File: src/rtl/rf_dump_tx.sv
// rf_dump_tx: streams the register file of the single-cycle computer out as 8N1 UART bytes.
// It drives reg_sel, captures reg_data, and sends each register big-endian. After the last
// register it pulses done.
// Optional feature: define RF_DUMP_IDX_EN to put an index byte {3'b000, reg_sel} in front of
// the data bytes of each register.
module rf_dump_tx #(
  parameter int unsigned CLK_DIV  = 434,
  parameter int unsigned NUM_REGS = 32
) (
  input  logic        clk,
  input  logic        rstn,
  input  logic        start,
  output logic [4:0]  reg_sel,
  input  logic [31:0] reg_data,
  output logic        tx,
  output logic        busy,
  output logic        done
);

  localparam int unsigned TimerW = (CLK_DIV > 1) ? $clog2(CLK_DIV) : 1;
`ifdef RF_DUMP_IDX_EN
  localparam int unsigned NumBytes = 5;
`else
  localparam int unsigned NumBytes = 4;
`endif
  localparam int unsigned WordW = NumBytes * 8;

  localparam logic [TimerW-1:0] BitLast  = TimerW'(CLK_DIV - 1);
  localparam logic [2:0]        ByteLast = 3'(NumBytes - 1);
  localparam logic [4:0]        SelLast  = 5'(NUM_REGS - 1);

  localparam logic [2:0] StIdle  = 3'd0;
  localparam logic [2:0] StSel   = 3'd1;
  localparam logic [2:0] StCap   = 3'd2;
  localparam logic [2:0] StStart = 3'd3;
  localparam logic [2:0] StData  = 3'd4;
  localparam logic [2:0] StStop  = 3'd5;
  localparam logic [2:0] StDone  = 3'd6;

  logic [2:0]        state_q, state_d;
  logic [TimerW-1:0] timer_q, timer_d;
  logic [2:0]        bit_idx_q, bit_idx_d;
  logic [2:0]        byte_cnt_q, byte_cnt_d;
  logic [WordW-1:0]  word_q, word_d;
  logic [7:0]        byte_q, byte_d;
  logic [4:0]        reg_sel_q, reg_sel_d;
  logic              tx_q, tx_d;
  logic              busy_q, busy_d;
  logic              done_q, done_d;
  logic              bit_end;
  logic [WordW-1:0]  capture;

`ifdef RF_DUMP_IDX_EN
  assign capture = {3'b000, reg_sel_q, reg_data};
`else
  assign capture = reg_data;
`endif

  assign bit_end = (timer_q == BitLast);

  // Next-state logic: the FSM, bit timer and shifters. tx is computed one edge ahead so that
  // the registered line changes exactly at each bit boundary.
  always_comb begin
    state_d    = state_q;
    timer_d    = '0;
    bit_idx_d  = bit_idx_q;
    byte_cnt_d = byte_cnt_q;
    word_d     = word_q;
    byte_d     = byte_q;
    reg_sel_d  = reg_sel_q;
    tx_d       = tx_q;
    busy_d     = busy_q;
    done_d     = 1'b0;

    if (state_q == StStart || state_q == StData || state_q == StStop) begin
      timer_d = bit_end ? '0 : timer_q + 1'b1;
    end

    case (state_q)
      StIdle: begin
        if (start) begin
          busy_d    = 1'b1;
          reg_sel_d = 5'd0;
          state_d   = StSel;
        end
      end
      // reg_sel was updated on entry; give reg_data one full cycle to settle.
      StSel: state_d = StCap;
      StCap: begin
        word_d     = capture;
        byte_cnt_d = 3'd0;
        tx_d       = 1'b0;
        state_d    = StStart;
      end
      StStart: begin
        if (bit_end) begin
          byte_d    = word_q[WordW-1 -: 8];
          tx_d      = word_q[WordW-8];
          word_d    = word_q << 8;
          bit_idx_d = 3'd0;
          state_d   = StData;
        end
      end
      StData: begin
        if (bit_end) begin
          if (bit_idx_q == 3'd7) begin
            tx_d    = 1'b1;
            state_d = StStop;
          end else begin
            tx_d      = byte_q[1];
            byte_d    = {1'b0, byte_q[7:1]};
            bit_idx_d = bit_idx_q + 3'd1;
          end
        end
      end
      StStop: begin
        if (bit_end) begin
          if (byte_cnt_q != ByteLast) begin
            byte_cnt_d = byte_cnt_q + 3'd1;
            tx_d       = 1'b0;
            state_d    = StStart;
          end else if (reg_sel_q < SelLast) begin
            reg_sel_d = reg_sel_q + 5'd1;
            state_d   = StSel;
          end else begin
            done_d    = 1'b1;
            busy_d    = 1'b0;
            reg_sel_d = 5'd0;
            state_d   = StDone;
          end
        end
      end
      StDone:  state_d = StIdle;
      default: state_d = StIdle;
    endcase
  end

  // State registers; reset aborts any frame in flight and parks the line high.
  always_ff @(posedge clk or negedge rstn) begin
    if (!rstn) begin
      state_q    <= StIdle;
      timer_q    <= '0;
      bit_idx_q  <= 3'd0;
      byte_cnt_q <= 3'd0;
      word_q     <= '0;
      byte_q     <= 8'd0;
      reg_sel_q  <= 5'd0;
      tx_q       <= 1'b1;
      busy_q     <= 1'b0;
      done_q     <= 1'b0;
    end else begin
      state_q    <= state_d;
      timer_q    <= timer_d;
      bit_idx_q  <= bit_idx_d;
      byte_cnt_q <= byte_cnt_d;
      word_q     <= word_d;
      byte_q     <= byte_d;
      reg_sel_q  <= reg_sel_d;
      tx_q       <= tx_d;
      busy_q     <= busy_d;
      done_q     <= done_d;
    end
  end

  assign reg_sel = reg_sel_q;
  assign tx      = tx_q;
  assign busy    = busy_q;
  assign done    = done_q;

endmodule

File: config.mk
export PLATFORM = sky130hd
export DESIGN_NAME = rf_dump_tx
export DESIGN_NICKNAME = d
export VERILOG_FILES = /design/src/rtl/rf_dump_tx.sv
export SDC_FILE = /design/constraint.sdc
export NUM_CORES = 1
export LEC_CHECK = 0
export CAP_MARGIN = 20
export CELL_PAD_IN_SITES_DETAIL_PLACEMENT = 1
export CELL_PAD_IN_SITES_GLOBAL_PLACEMENT = 1
export CORE_UTILIZATION = 48
export DETAILED_ROUTE_END_ITERATION = 10
export GPL_TIMING_DRIVEN = 0
export PLACE_DENSITY_LB_ADDON = 0.1
export RECOVER_POWER = 100
export REMOVE_ABC_BUFFERS = 1
export SETUP_SLACK_MARGIN = 0.05
export SKIP_LAST_GASP = 1
export SLEW_MARGIN = 25
export SYNTH_ARGS = -nofsm -noshare
export SYNTH_HDL_FRONTEND = slang
export SYNTH_SLANG_ARGS = --single-unit
File: constraint.sdc
create_clock -name clk -period 2.8 [get_ports clk]
set_clock_uncertainty 0.1 [all_clocks]
set_input_delay 0.28 -clock clk [delete_from_list [all_inputs] [get_ports clk]]
set_output_delay 0.28 -clock clk [all_outputs]
set_load 0.01 [all_outputs]
==> qor.txt <==
Die Ht: 86.2 µm
drt wl/cell: 17.6 µm
total leakage power: 0.00171 µW
iteration count of the initial detailed-routing pass: 4
fmax: 0.392 GHz
Synth cell types: 55
Congestion Overflow GR: 0
synth cell count leaders: dfrtp_1 (64), mux2_2 (28), mux2_4 (20)
Clk pin slew, worst setup/hold paths: 70 ps
Mapped Cells: 274
max_cap viols: 1
Synth Flop Type: dfrtp_1
crit share post-route: 91.1%
worst skew pair latency: 350 ps
vias in the first global route: 2490
Crit Path Category: reg2reg
I/O pins: 43
GP Congestion: 0.760
largest net degree at the start of global routing: 36
nature of the critical path startpoint: flop
slew margin rel.: -23.3%
Synth warnings: 0
number of synthesized flops with an enable pin: 0
dominant cells by area after synthesis: dfrtp_1 (47%), mux2_2 (9.3%), mux2_4 (8.8%)
area of the core: 0.00683 mm²
end-of-flow core utilization: 58.2%
first-pass GRT wire length: 12300 µm
Residual DRC: 0
htree depth: 3
most common cell in the synthesized netlist: dfrtp_1
crit path launch: state_q[0]$_DFFE_PN0P_
final WL: 7320 µm
P&R area growth vs syn: 16.8%
Worst R2R Setup Slack: 250 ps
Max Slew Vio Count: 31
min Tclk post-route: 2550 ps
Reg-to-Reg Start: state_q[0]$_DFFE_PN0P_
root buf cell: clkbuf_8
Yosys top cell area share: 47.1%
worst-case clock buffer depth: 2
HPWL after detailed placement: 5050 µm
CP required: 2940 ps
worst-path fanout max: 27
initial antenna violation count: 0
Vias: 2276
failing checks: max-capacitance violations, max-slew violations
Sink Count: 65
R2R depth: 5
Worst-Margin Slew: 1850 ps
Synth Area per Inst: 12.4 µm²
Hold Fails Final Rpt: 0
layout cells sized above 1: 16.8%
setup violators final: 0
Mapped Area: 0.00340 mm²
Starting DRT DRC Count: 61
post-route ant nets: 0
# diodes: 0
Critical Path End Type: flop
Critical R2R Capture: byte_q[2]$_DFFE_PN0P_
# nets final: 359
Worst Setup EP: byte_q[2]$_DFFE_PN0P_
Die ar.: 0.00743 mm²
Max IR drop VDD: 0.269 mV
CTS tree: built
worst hold start: busy$_DFFE_PN0P_
worst hold path class: reg2reg
critical path arrival: 2690 ps
vias per inst: 5.46
Initial Util: 49.8%
Setup Buffers After CTS: 0
area leader, netlist: dfrtp_1
GRT Util Overall: 22.0%
async set-reset flop share out of synthesis: 100%
Synth Register Bits: 65
total chip power: 1970 µW
FP Rows: 30
status: finished with violations
Port-buffer cells: 42
CTS Buf Count: 9
RSZ-0062 raised after global routing: no
Die X-Extent: 86.2 µm
Power Density: 496 mW/mm²
sequential fraction of the synthesis area: 47.8%
## cell families (layout without fill, tap and decap cells)
kind of cell	after synthesis	count (layout)	synth area share, %
XOR/XNOR	5	5	1.29
buffers and inverters	19	66	4.41
multiplexers	58	58	21.1
flip-flops	65	65	47.8
AND/OR/NAND/NOR	68	68	11.4
adder cells (fa/ha/maj)	7	7	2.57
AO/OA/AOI/OAI	52	52	11.4
## metal layers
metal / wire [µm] / vias up / share of wire, % / track usage, %
li1: - / 1078 / - / -
met1: 3250 / 1146 / 44 / 26.5
met2: 3730 / 40 / 51 / 37.7
met3: 230 / 12 / 3.1 / 4.67
met4: 114 / 0 / 1.6 / 10.6
met5: 0 / - / 0 / 0
## metrics by stage
step           instances  hold slack (ps)  TNS, ps  setup WS (ps)  area, µm²
5_1_grt              417              413        0           53.0       3980
4_1_cts              416              322        0           2.35       4060
2_1_floorplan        259             -116        0            212       3270
6_report             417              380        0            250       3980
3_3_place_gp         397              360   -64560           -911       3810
3_5_place_dp         400              152        0           26.5       3840
## critical path, stage by stage (launching register included)
cell and delay (ps):
dfrtp_1 800, and3b_4 620, o211ai_1 280, buf_4 240
clkbuf_2 160, o21ai_0 250
## area by class of cell
cell class,instances,area [µm²]
fillers,731,2860
well taps,96,120
clock buffers,12,145
clock inverters,3,65.1
inverters,4,15.0
multi-input cells,190,1540
repair buffers,47,464
flip-flops and latches,65,1630
## worst min-delay path by stage
| stage | slack, ps | cells after the start | endpoint |
|---|---|---|---|
| global route | 410 | 1 | word_q[0]$_DFFE_PN0P_ |
| detailed placement | 150 | 1 | word_q[7]$_DFFE_PN0P_ |
| floorplan | -120 | 0 | bit_idx_q[0]$_DFFE_PN0P_ |
| global placement | 360 | 2 | byte_q[1]$_DFFE_PN0P_ |
| CTS | 320 | 2 | byte_cnt_q[2]$_DFFE_PN0P_ |
| finish | 380 | 1 | busy$_DFFE_PN0P_ |
## power breakdown
| group | leakage [µW] | total (µW) | internal (µW) | switching (µW) |
|---|---|---|---|---|
| sequential | 0.000787 | 979 | 964 | 14.8 |
| combinational | 0.000820 | 116 | 76.2 | 40.2 |
| clock | 0.000106 | 878 | 520 | 358 |
## sequential cells by signal, indices dropped and copies added (netlist names)
signal	cells
done	1
word_q	32
reg_sel	5
bit_idx_q	3
state_q	3
byte_cnt_q	3
byte_q	7
timer_q	9
busy	1
tx	1
## placed cells by master, fill, tap and decap left out, drive strengths merged, types with 2 or more instances in the layout
cell type / count
clkbuf: 15
nor4: 2
o221ai: 2
mux2: 50
nand2: 17
clkdlybuf4s50: 33
nand3: 8
a211o: 2
a21oi: 6
nor2b: 3
nor4b: 2
dfrtp: 64
inv: 4
or3: 2
nor3: 2
and3: 6
ha: 7
o21ai: 17
xor2: 2
buf: 2
a21o: 3
a31oi: 2
and2: 2
nor2: 14
mux2i: 8
bufinv: 2
xnor2: 3
nand2b: 4
a22o: 10
dlygate4sd3: 9
## repair_timing
item | 4_1_cts | 5_1_grt
gates resized for setup | 0 | 1
endpoints found under the setup margin | 5 | 5
endpoints found under the hold margin | 30 | 0
hold buffers | 1 | 0
Power figures use the tool's default switching activity.
